$ cat src/rtl/gain_ctrl_pkg.sv
// Shared types and helpers for the gain ramp controller.
package gain_ctrl_pkg;

  typedef enum logic [1:0] {
    IDLE      = 2'd0,
    RAMP_UP   = 2'd1,
    RAMP_DOWN = 2'd2
  } ramp_state_t;

  function automatic logic [63:0] gain_unity(input int unsigned dec_bits);
    return 64'd1 << dec_bits;
  endfunction

endpackage

$ cat src/rtl/gain_ramp_step.sv
// One ramp step: advances gain toward eff_t by step, clamping exactly onto the target.
module gain_ramp_step #(
  parameter int unsigned GW = 32
) (
  input  logic [GW-1:0] gain_i,
  input  logic [GW-1:0] step_i,
  input  logic [GW-1:0] eff_t_i,
  input  logic          dir_up_i,
  output logic [GW-1:0] gain_o,
  output logic          hit_o
);

  logic [GW:0] sum;
  logic [GW:0] thr;

  // One extra bit so neither gain+step nor eff_t+step can wrap.
  assign sum = {1'b0, gain_i} + {1'b0, step_i};
  assign thr = {1'b0, eff_t_i} + {1'b0, step_i};

  always_comb begin
    gain_o = gain_i;
    hit_o  = 1'b0;
    if (dir_up_i) begin
      if (sum >= {1'b0, eff_t_i}) begin
        gain_o = eff_t_i;
        hit_o  = 1'b1;
      end else begin
        gain_o = sum[GW-1:0];
      end
    end else begin
      if ({1'b0, gain_i} <= thr) begin
        gain_o = eff_t_i;
        hit_o  = 1'b1;
      end else begin
        gain_o = gain_i - step_i;
      end
    end
  end

endmodule

$ cat src/rtl/gain_ramp_ctrl.sv
// Sample-paced linear gain ramp toward a programmed target.
// Optional GAIN_RAMP_MUTE_EN adds mute/muted (ramp to zero while mute is high).
module gain_ramp_ctrl
  import gain_ctrl_pkg::*;
#(
  parameter int unsigned  G_INTEGER_BITS = 16,
  parameter int unsigned  G_DECIMAL_BITS = 16,
  parameter logic [63:0]  G_RESET_GAIN   = gain_unity(16),
  localparam int unsigned GW             = G_INTEGER_BITS + G_DECIMAL_BITS
) (
  input  logic          clk,
  input  logic          reset_n,
  input  logic          enable,
  input  logic [GW-1:0] target_gain,
  input  logic          target_valid,
  input  logic [GW-1:0] step,
  input  logic          sample_tick,
  output logic [GW-1:0] gain,
  output logic          ramp_busy,
  output logic          ramp_done
`ifdef GAIN_RAMP_MUTE_EN
  ,
  input  logic          mute,
  output logic          muted
`endif
);

  localparam logic [GW-1:0] ResetGain = GW'(G_RESET_GAIN);

  ramp_state_t   state_q;
  logic [GW-1:0] gain_q;
  logic [GW-1:0] target_q;
  logic          done_q;
  logic          eval_q;
  logic [GW-1:0] eff_t;
  logic          mute_edge;
  logic [GW-1:0] next_gain;
  logic          hit;

`ifdef GAIN_RAMP_MUTE_EN
  logic mute_q;
  assign eff_t     = mute_q ? '0 : target_q;
  assign mute_edge = mute ^ mute_q;
  assign muted     = mute_q && (gain_q == '0);
`else
  assign eff_t     = target_q;
  assign mute_edge = 1'b0;
`endif

  gain_ramp_step #(
    .GW(GW)
  ) u_step (
    .gain_i  (gain_q),
    .step_i  (step),
    .eff_t_i (eff_t),
    .dir_up_i(state_q == RAMP_UP),
    .gain_o  (next_gain),
    .hit_o   (hit)
  );

  // A load (or mute change) only latches; direction is chosen on the following cycle.
  always_ff @(posedge clk or negedge reset_n) begin
    if (!reset_n) begin
      state_q  <= IDLE;
      gain_q   <= ResetGain;
      target_q <= ResetGain;
      done_q   <= 1'b0;
      eval_q   <= 1'b0;
`ifdef GAIN_RAMP_MUTE_EN
      mute_q   <= 1'b0;
`endif
    end else begin
      done_q <= 1'b0;
      if (enable) begin
        if (target_valid || mute_edge) begin
          if (target_valid) target_q <= target_gain;
`ifdef GAIN_RAMP_MUTE_EN
          mute_q <= mute;
`endif
          eval_q <= 1'b1;
        end else if (eval_q) begin
          eval_q <= 1'b0;
          if (eff_t == gain_q) begin
            state_q <= IDLE;
            done_q  <= 1'b1;
          end else if (step == '0) begin
            gain_q  <= eff_t;
            state_q <= IDLE;
            done_q  <= 1'b1;
          end else if (eff_t > gain_q) begin
            state_q <= RAMP_UP;
          end else begin
            state_q <= RAMP_DOWN;
          end
        end else if (sample_tick && (state_q != IDLE)) begin
          gain_q <= next_gain;
          if (hit) begin
            state_q <= IDLE;
            done_q  <= 1'b1;
          end
        end
      end
    end
  end

  assign gain      = gain_q;
  assign ramp_busy = (state_q != IDLE);
  assign ramp_done = done_q;

endmodule

$ cat config.mk
export PLATFORM = sky130hd
export DESIGN_NAME = gain_ramp_ctrl
export DESIGN_NICKNAME = d
export VERILOG_FILES = /design/src/rtl/gain_ctrl_pkg.sv /design/src/rtl/gain_ramp_step.sv /design/src/rtl/gain_ramp_ctrl.sv
export SDC_FILE = /design/constraint.sdc
export NUM_CORES = 1
export LEC_CHECK = 0
export CAP_MARGIN = 10
export CORE_MARGIN = 5
export CORE_UTILIZATION = 55
export DETAILED_ROUTE_END_ITERATION = 8
export PLACE_DENSITY = 0.88
export SYNTH_ARGS = -nofsm -noshare
export SYNTH_HDL_FRONTEND = slang
export SYNTH_SLANG_ARGS = --single-unit
$ cat constraint.sdc
create_clock -name clk -period 9.2 [get_ports clk]
set_clock_uncertainty 0.05 [all_clocks]
set_input_delay 1.38 -clock clk [delete_from_list [all_inputs] [get_ports clk]]
set_output_delay 1.38 -clock clk [all_outputs]
set_load 0.01 [all_outputs]
==> flow_summary_export.csv, run 1 <==
group,metric,value,unit
setup_path,arrival,8220,ps
setup_path,worstReg2RegStart,"eff_t[2]",
logic_synthesis,synth_commonest_cells,"ha_1 (191), inv_1 (141), a21oi_1 (123)",
die,row_count,51,
timing,finalHoldViolations,0,
cells_and_area,fin_cells,1722,
logic_synthesis,yosysTopAreaCellShare,21.8,%
logic_synthesis,synth.most_common_cell,"ha_1",
timing,rsz0062_at_grt,"false",
power,seqPwrFrac,14.0,%
setup_path,crit_top_cell,"nand3_1",
timing,fin_ws,1190,ps
clock_tree,cts-htree-levels,3,
timing,setup-tns-final,0,ps
power,p_sw_share,55.0,%
die,start_util,56.2,%
placement,dpl_worst_slack,1110,ps
die,core,19500,sq um
clock_tree,clk_pin_slew,70,ps
power,clkPwrFrac,9.2,%
routing,post-route-drc-count,0,
power,switching_power,0.00237,W
timing,setup_violations,0,
cells_and_area,drive_above_1_share,7.07,%
clock_tree,ctsResizeCount,0,
setup_path,max_stage_delay,720,ps
cells_and_area,fill_cells,1745,
logic_synthesis,postSynthCellCount,1373,
clock_tree,cts_sinks,68,
logic_synthesis,synth.area.top_cells,"ha_1 (22%), dfrtp_1 (15%), a21oi_1 (5.6%)",
routing,antenna_left,0,
setup_path,cp_top_family,"compound AO/OA/AOI/OAI gates",
power,powerDensity,345,nW/um^2
routing,firstDrtPassIters,6,
setup_path,cp_max_fo,27,
clock_tree,numCtsBuffers,9,
timing,max_freq,125,MHz
clock_tree,hold_buffers,0,
logic_synthesis,syn_area,11000,sq um
logic_synthesis,synth.distinct_cells,97,
routing,vias,11500,
logic_synthesis,synth_edf_count,0,
setup_path,path_class,"input pin to flip-flop",
timing,slew-limit-headroom,16.6,%
placement,io_buffers,102,
placement,dpl.cell_count,1705,
placement,placed_cell_area,12200,sq um
clock_tree,postCtsSetupRepairBufs,0,
grt,grt_pass1_vias,11200,
setup_path,crit_slowest_cell,"nor4b_1",
logic_synthesis,synth.largest_area_cell,"ha_1",
flow_run,drv_cap,0,
setup_path,startpoint,"step[1]",
placement,gp_congestion,1.07,
timing,holdWs,457,ps
clock_tree,clockRootBuffer,"clkbuf_16",
timing,fin_crit_sh,87.0,%
timing,maxSlewViolCount,0,
hold_path,hold_path_class,"flip-flop to flip-flop",
grt,track_usage,35.7,%
setup_path,worst-path-buf-inv,2,
logic_synthesis,ys_seq_area_share,15.5,%
timing,fin_crit,8010,ps
logic_synthesis,syn_area_per_cell,7.99,sq um
logic_synthesis,syn_nets,1636,
power,combinationalPowerShare,76.8,%
logic_synthesis,async_flop_share,100,%
logic_synthesis,synth-seq-cells,68,
setup_path,cp-start-kind,"input pin",
run_status,status,"completed",
die,die_x,151,um
cells_and_area,syn2layout_area_growth,13.8,%
setup_path,worstSetupEndpointType,"flip-flop",
logic_synthesis,synth_flop_cell,"dfrtp_1",
grt,grt_overflow,0,
routing,wire_per_inst,23.7,um
logic_synthesis,yosys_warnings,0,
cells_and_area,post-route-cell-area,12500,sq um
clock_tree,tritoncts,"built",
power,p_leak,5.73,nW
die,die_h,151,um
routing,wl,40.8,mm
power,intPower,0.00194,W
routing,viasPerCell,6.67,
cells_and_area,multi_input_area,8500,sq um
timing,worst_pin_slew,1240,ps
setup_path,cp.required,9410,ps
power,peakVddDrop,158,uV
grt,antenna_found_initial,1,
placement,hpwl,31.8,mm
hold_path,hp-start,"state_q[0]",
grt,grt_max_degree,69,
clock_tree,cts.path.max_buffers,2,
grt,grt_pass1_wl,63.3,mm
die,io_pins,103,
die,die_area,22900,sq um
cells_and_area,regArea,1700,sq um
setup_path,crit_chain,"clkdlybuf4s50_1, ha_1, a211oi_2, o21ai_1, a211oi_2, nand2b_1, o311ai_1, a21oi_2, o221ai_2, a211o_1, a311oi_1, xor2_1, ha_1, nand3_1, nor4b_1, nand3_1, nand3_1, a211oi_2, nand3_1, buf_4, nand2_1, a21oi_1, a22oi_1, o31ai_1",
clock_tree,clk_latency,370,ps
cells_and_area,finish.net_count,1714,
routing,drt_iter0_markers,1226,
-- kinds of logic after synthesis --
group,share of synthesized area (%)
compound gates,30.6
xor+xnor,5.50
fa+ha+maj,22.3
buf+inv,6.99
flops,15.5
mux,3.38
simple gates,15.7
-- cells in the final DEF, fill, tap and decap left out, drive strengths merged, types with 22 or more instances in the layout --
cell           count
nand3             39
o211ai            22
a21o              49
xnor2             47
nor2              82
nand2             76
o21ai             77
mux2              32
o21bai            22
nand4             26
a21oi            127
dfrtp             66
a211oi            22
inv              146
ha               191
nor2b             24
clkdlybuf4s50    101
-- worst register-to-register path, stage by stage, from the launching register on --
cell and delay (ps):
dfrtp_1 460, ha_1 370, o21ai_0 290, o21ai_1 150
a211oi_2 290, nand2b_1 320, o311ai_1 230, a21oi_2 290
o221ai_2 180, a211o_1 330, a311oi_1 320, xor2_1 110
ha_1 300, nand3_1 120, nor4b_1 720, nand3_1 190
nand3_1 140, a211oi_2 60, nand3_1 110, buf_4 390
nand2_1 500, a21oi_1 510, a22oi_1 140, o31ai_1 100
-- metrics by stage --
stage	util, %	power, W
2_1_floorplan	-	0.00280
3_3_place_gp	62.4	0.00377
3_5_place_dp	62.4	0.00380
4_1_cts	63.9	0.00422
5_1_grt	63.9	0.00463
6_report	63.9	0.00431
-- sequential cells by signal, indices dropped and copies added, names as in the netlist --
register / flops
eff_t: 32
eval_q: 1
gain: 32
ramp_done: 1
state_q: 2
-- final cells by class --
class                           instances  area share, %
Antenna cell                            1         0.0200
Clock buffer                            9           1.80
Clock inverter                          7          0.661
Inverter                              144           4.33
Multi-Input combinational cell       1115           68.1
Sequential cell                        68           13.6
Tap cell                              265           2.66
Timing Repair Buffer                  113           8.82
-- power by group through the flow --
stage	Clock [W]	Combinational, W	Sequential (W)
global route	0.000408	0.00361	0.000610
global placement	0	0.00317	0.000595
detailed placement	0	0.00320	0.000595
CTS	0.000396	0.00323	0.000591
finish	0.000395	0.00331	0.000603
floorplan	0	0.00226	0.000543
-- layer usage --
metal	GRT usage (%)	share of wire, %
met1	46.3	41
met2	57.5	45
met3	6.55	9.7
met4	16.6	5.1
met5	0	0.032
-- final timing paths --
path / to / slack, ps / depth (start not counted)
max: gain[4] / 1190 / 24
min: state_q[0] / 460 / 2
max reg2reg: gain[4] / 2430 / 23
min reg2reg: state_q[0] / 460 / 2
max in group asynchronous: gain[28] / 7370 / 1
min in group asynchronous: gain[9] / 1110 / 1
Note: power is estimated with default switching activity, not from simulation.
==> run 2, diff against run 1 <==
- GPL_TIMING_DRIVEN: default -> 1
==> results of run 2 <==
Same layout as run 1: the final DEF is identical, and so are final timing and power.
==> run 3, diff against run 2 <==
- HOLD_SLACK_MARGIN: default -> 0.06
- SKIP_LAST_GASP: default -> 1
- clock period: 9.2 -> 9.63 ns (I/O delays scaled with it)
==> run 3 against run 2 <==
Sequential power down 4.5%; routed wire length fell by 0.14%; cell count decreased by 0.17%.
==> flow_summary_export.csv, run 3 (same netlist as run 1, synthesis figures left out) <==
group,metric,value,unit
run_status,status,"completed",
clock_tree,clk_latency,360,ps
setup_path,worstReg2RegStart,"eff_t[13]",
timing,max_freq,116,MHz
clock_tree,cts-htree-levels,3,
routing,antenna_left,0,
timing,maxSlewViolCount,0,
timing,finalHoldViolations,0,
setup_path,path_class,"input pin to flip-flop",
cells_and_area,diodes,0,
routing,firstDrtPassIters,7,
die,die_h,151,um
routing,vias,11500,
setup_path,reg2reg_to,"state_q[0]",
power,peakVddDrop,141,uV
clock_tree,hold_buffers,0,
cells_and_area,mostFrequentLayoutCells,"ha_1 (191), inv_1 (141), a21oi_1 (123)",
routing,drt_iter0_markers,1330,
cells_and_area,finish.net_count,1712,
clock_tree,tritoncts,"built",
clock_tree,cts.path.max_buffers,2,
placement,io_buffers,102,
grt,grt_pass1_wl,61.8,mm
routing,post-route-drc-count,0,
grt,grt_max_degree,69,
cells_and_area,drive_above_1_share,6.95,%
die,io_pins,103,
grt,grt_pass1_vias,11100,
die,row_count,51,
power,p_leak,5.72,nW
placement,gp_congestion,1.05,
routing,wl,40.7,mm
setup_path,worstSetupEndpointType,"flip-flop",
hold_path,hp-start,"state_q[0]",
cells_and_area,postLayoutCoreUtil,63.8,%
clock_tree,clockRootBuffer,"clkbuf_16",
setup_path,startpoint,"step[13]",
die,core,19500,sq um
timing,fin_ws,1040,ps
timing,setup-tns-final,0,ps
setup_path,cp_max_fo,18,
timing,fin_crit_sh,89.2,%
placement,hpwl,32.0,mm
hold_path,hold_path_class,"flip-flop to flip-flop",
routing,wire_per_inst,23.7,um
placement,placed_cell_area,12200,sq um
setup_path,ff2ff_setup_slack,2360,ps
power,powerDensity,329,nW/um^2
placement,dpl_worst_slack,927,ps
clock_tree,ctsResizeCount,0,
grt,grt_overflow,0,
die,die_x,151,um
timing,fin_crit,8590,ps
die,die_area,22900,sq um
hold_path,hold-path-endpoint,"state_q[0]",
hold_path,hold_depth,2,
timing,slew-limit-headroom,22.8,%
cells_and_area,syn2layout_area_growth,13.6,%
clock_tree,clk_pin_slew,60,ps
timing,rsz0062_at_grt,"false",
clock_tree,cts_sinks,68,
setup_path,cp.required,9820,ps
clock_tree,numCtsBuffers,9,
routing,viasPerCell,6.70,
grt,antenna_found_initial,1,
cells_and_area,post-route-cell-area,12500,sq um
clock_tree,postCtsSetupRepairBufs,0,
flow_run,drv_cap,0,
timing,setup_violations,0,
grt,track_usage,35.2,%
setup_path,r2r.worst_path.cells,22,
cells_and_area,layout_commonest_cell,"ha_1",
setup_path,cp-start-kind,"input pin",
die,start_util,56.2,%
timing,worst_pin_slew,1150,ps
setup_path,arrival,8770,ps
-- run 3: cell count changes in the layout (fill, tap and decap cells not counted) --
| cell | previous run | this run |
|---|---|---|
| clkinvlp_4 | 2 | 1 |
| clkinv_4 | 0 | 1 |
| inv_6 | 3 | 2 |
| buf_4 | 12 | 10 |
| inv_8 | 1 | 0 |
| diode_2 | 1 | 0 |
| clkinv_2 | 0 | 2 |
-- run 3: worst max-delay path by stage --
stage | endpoint | slack [ps] | cells after the start
finish | state_q[0] | 1040 | 23
detailed placement | state_q[0] | 930 | 23
global route | state_q[0] | 890 | 23
global placement | state_q[0] | 1160 | 23
floorplan | gain[22] | 3660 | 21
CTS | state_q[0] | 1310 | 23
-- run 3: where the power goes --
| part | switching [W] | leakage (nW) | internal, W |
|---|---|---|---|
| sequential | 0.000199 | 0.807 | 0.000377 |
| combinational | 0.00190 | 4.76 | 0.00126 |
| clock | 0.000160 | 0.146 | 0.000202 |
-- run 3: layout make-up --
class	count	area, sq um
clock inverters	7	73.8
well taps	265	332
multi-input cells	1115	8500
fillers	1755	7070
flip-flops and latches	68	1700
clock buffers	9	225
repair buffers	111	1090
inverters	144	541
-- run 3: metal layers --
layer	vias up	share of wire [%]	global-route usage [%]	routed length (um)
met2	658	45	57.5	18500
met1	5458	41	45.8	16500
met4	0	4.3	14.4	1770
met3	132	9.6	6.37	3920
met5	-	0	0	0
li1	5262	-	-	-
-- run 3: metrics by stage --
stage                     total power (W)  hold WS (ps)  instances
after floorplan                   0.00268           409       1373
after global placement            0.00359           431       1703
after detailed placement          0.00364           466       1703
after CTS                         0.00402           485       1719
after global routing              0.00438           509       1719
final                             0.00410           483       1719
-- run 3: critical path, cell delays in order --
cell and delay [ps]:
clkdlybuf4s50_1 600, ha_1 510, a21oi_1 120, o21ai_0 750
o21ai_0 210, a21oi_1 390, o41a_1 240, a221o_1 240
a21o_1 190, a21o_1 140, a21oi_2 70, xor2_1 150
ha_1 300, nand3_1 110, nor4b_1 720, nand3_1 310
nand3_1 290, a211oi_2 110, and3_1 210, buf_4 220
nor2_2 760, o21ai_1 270, o41ai_1 390
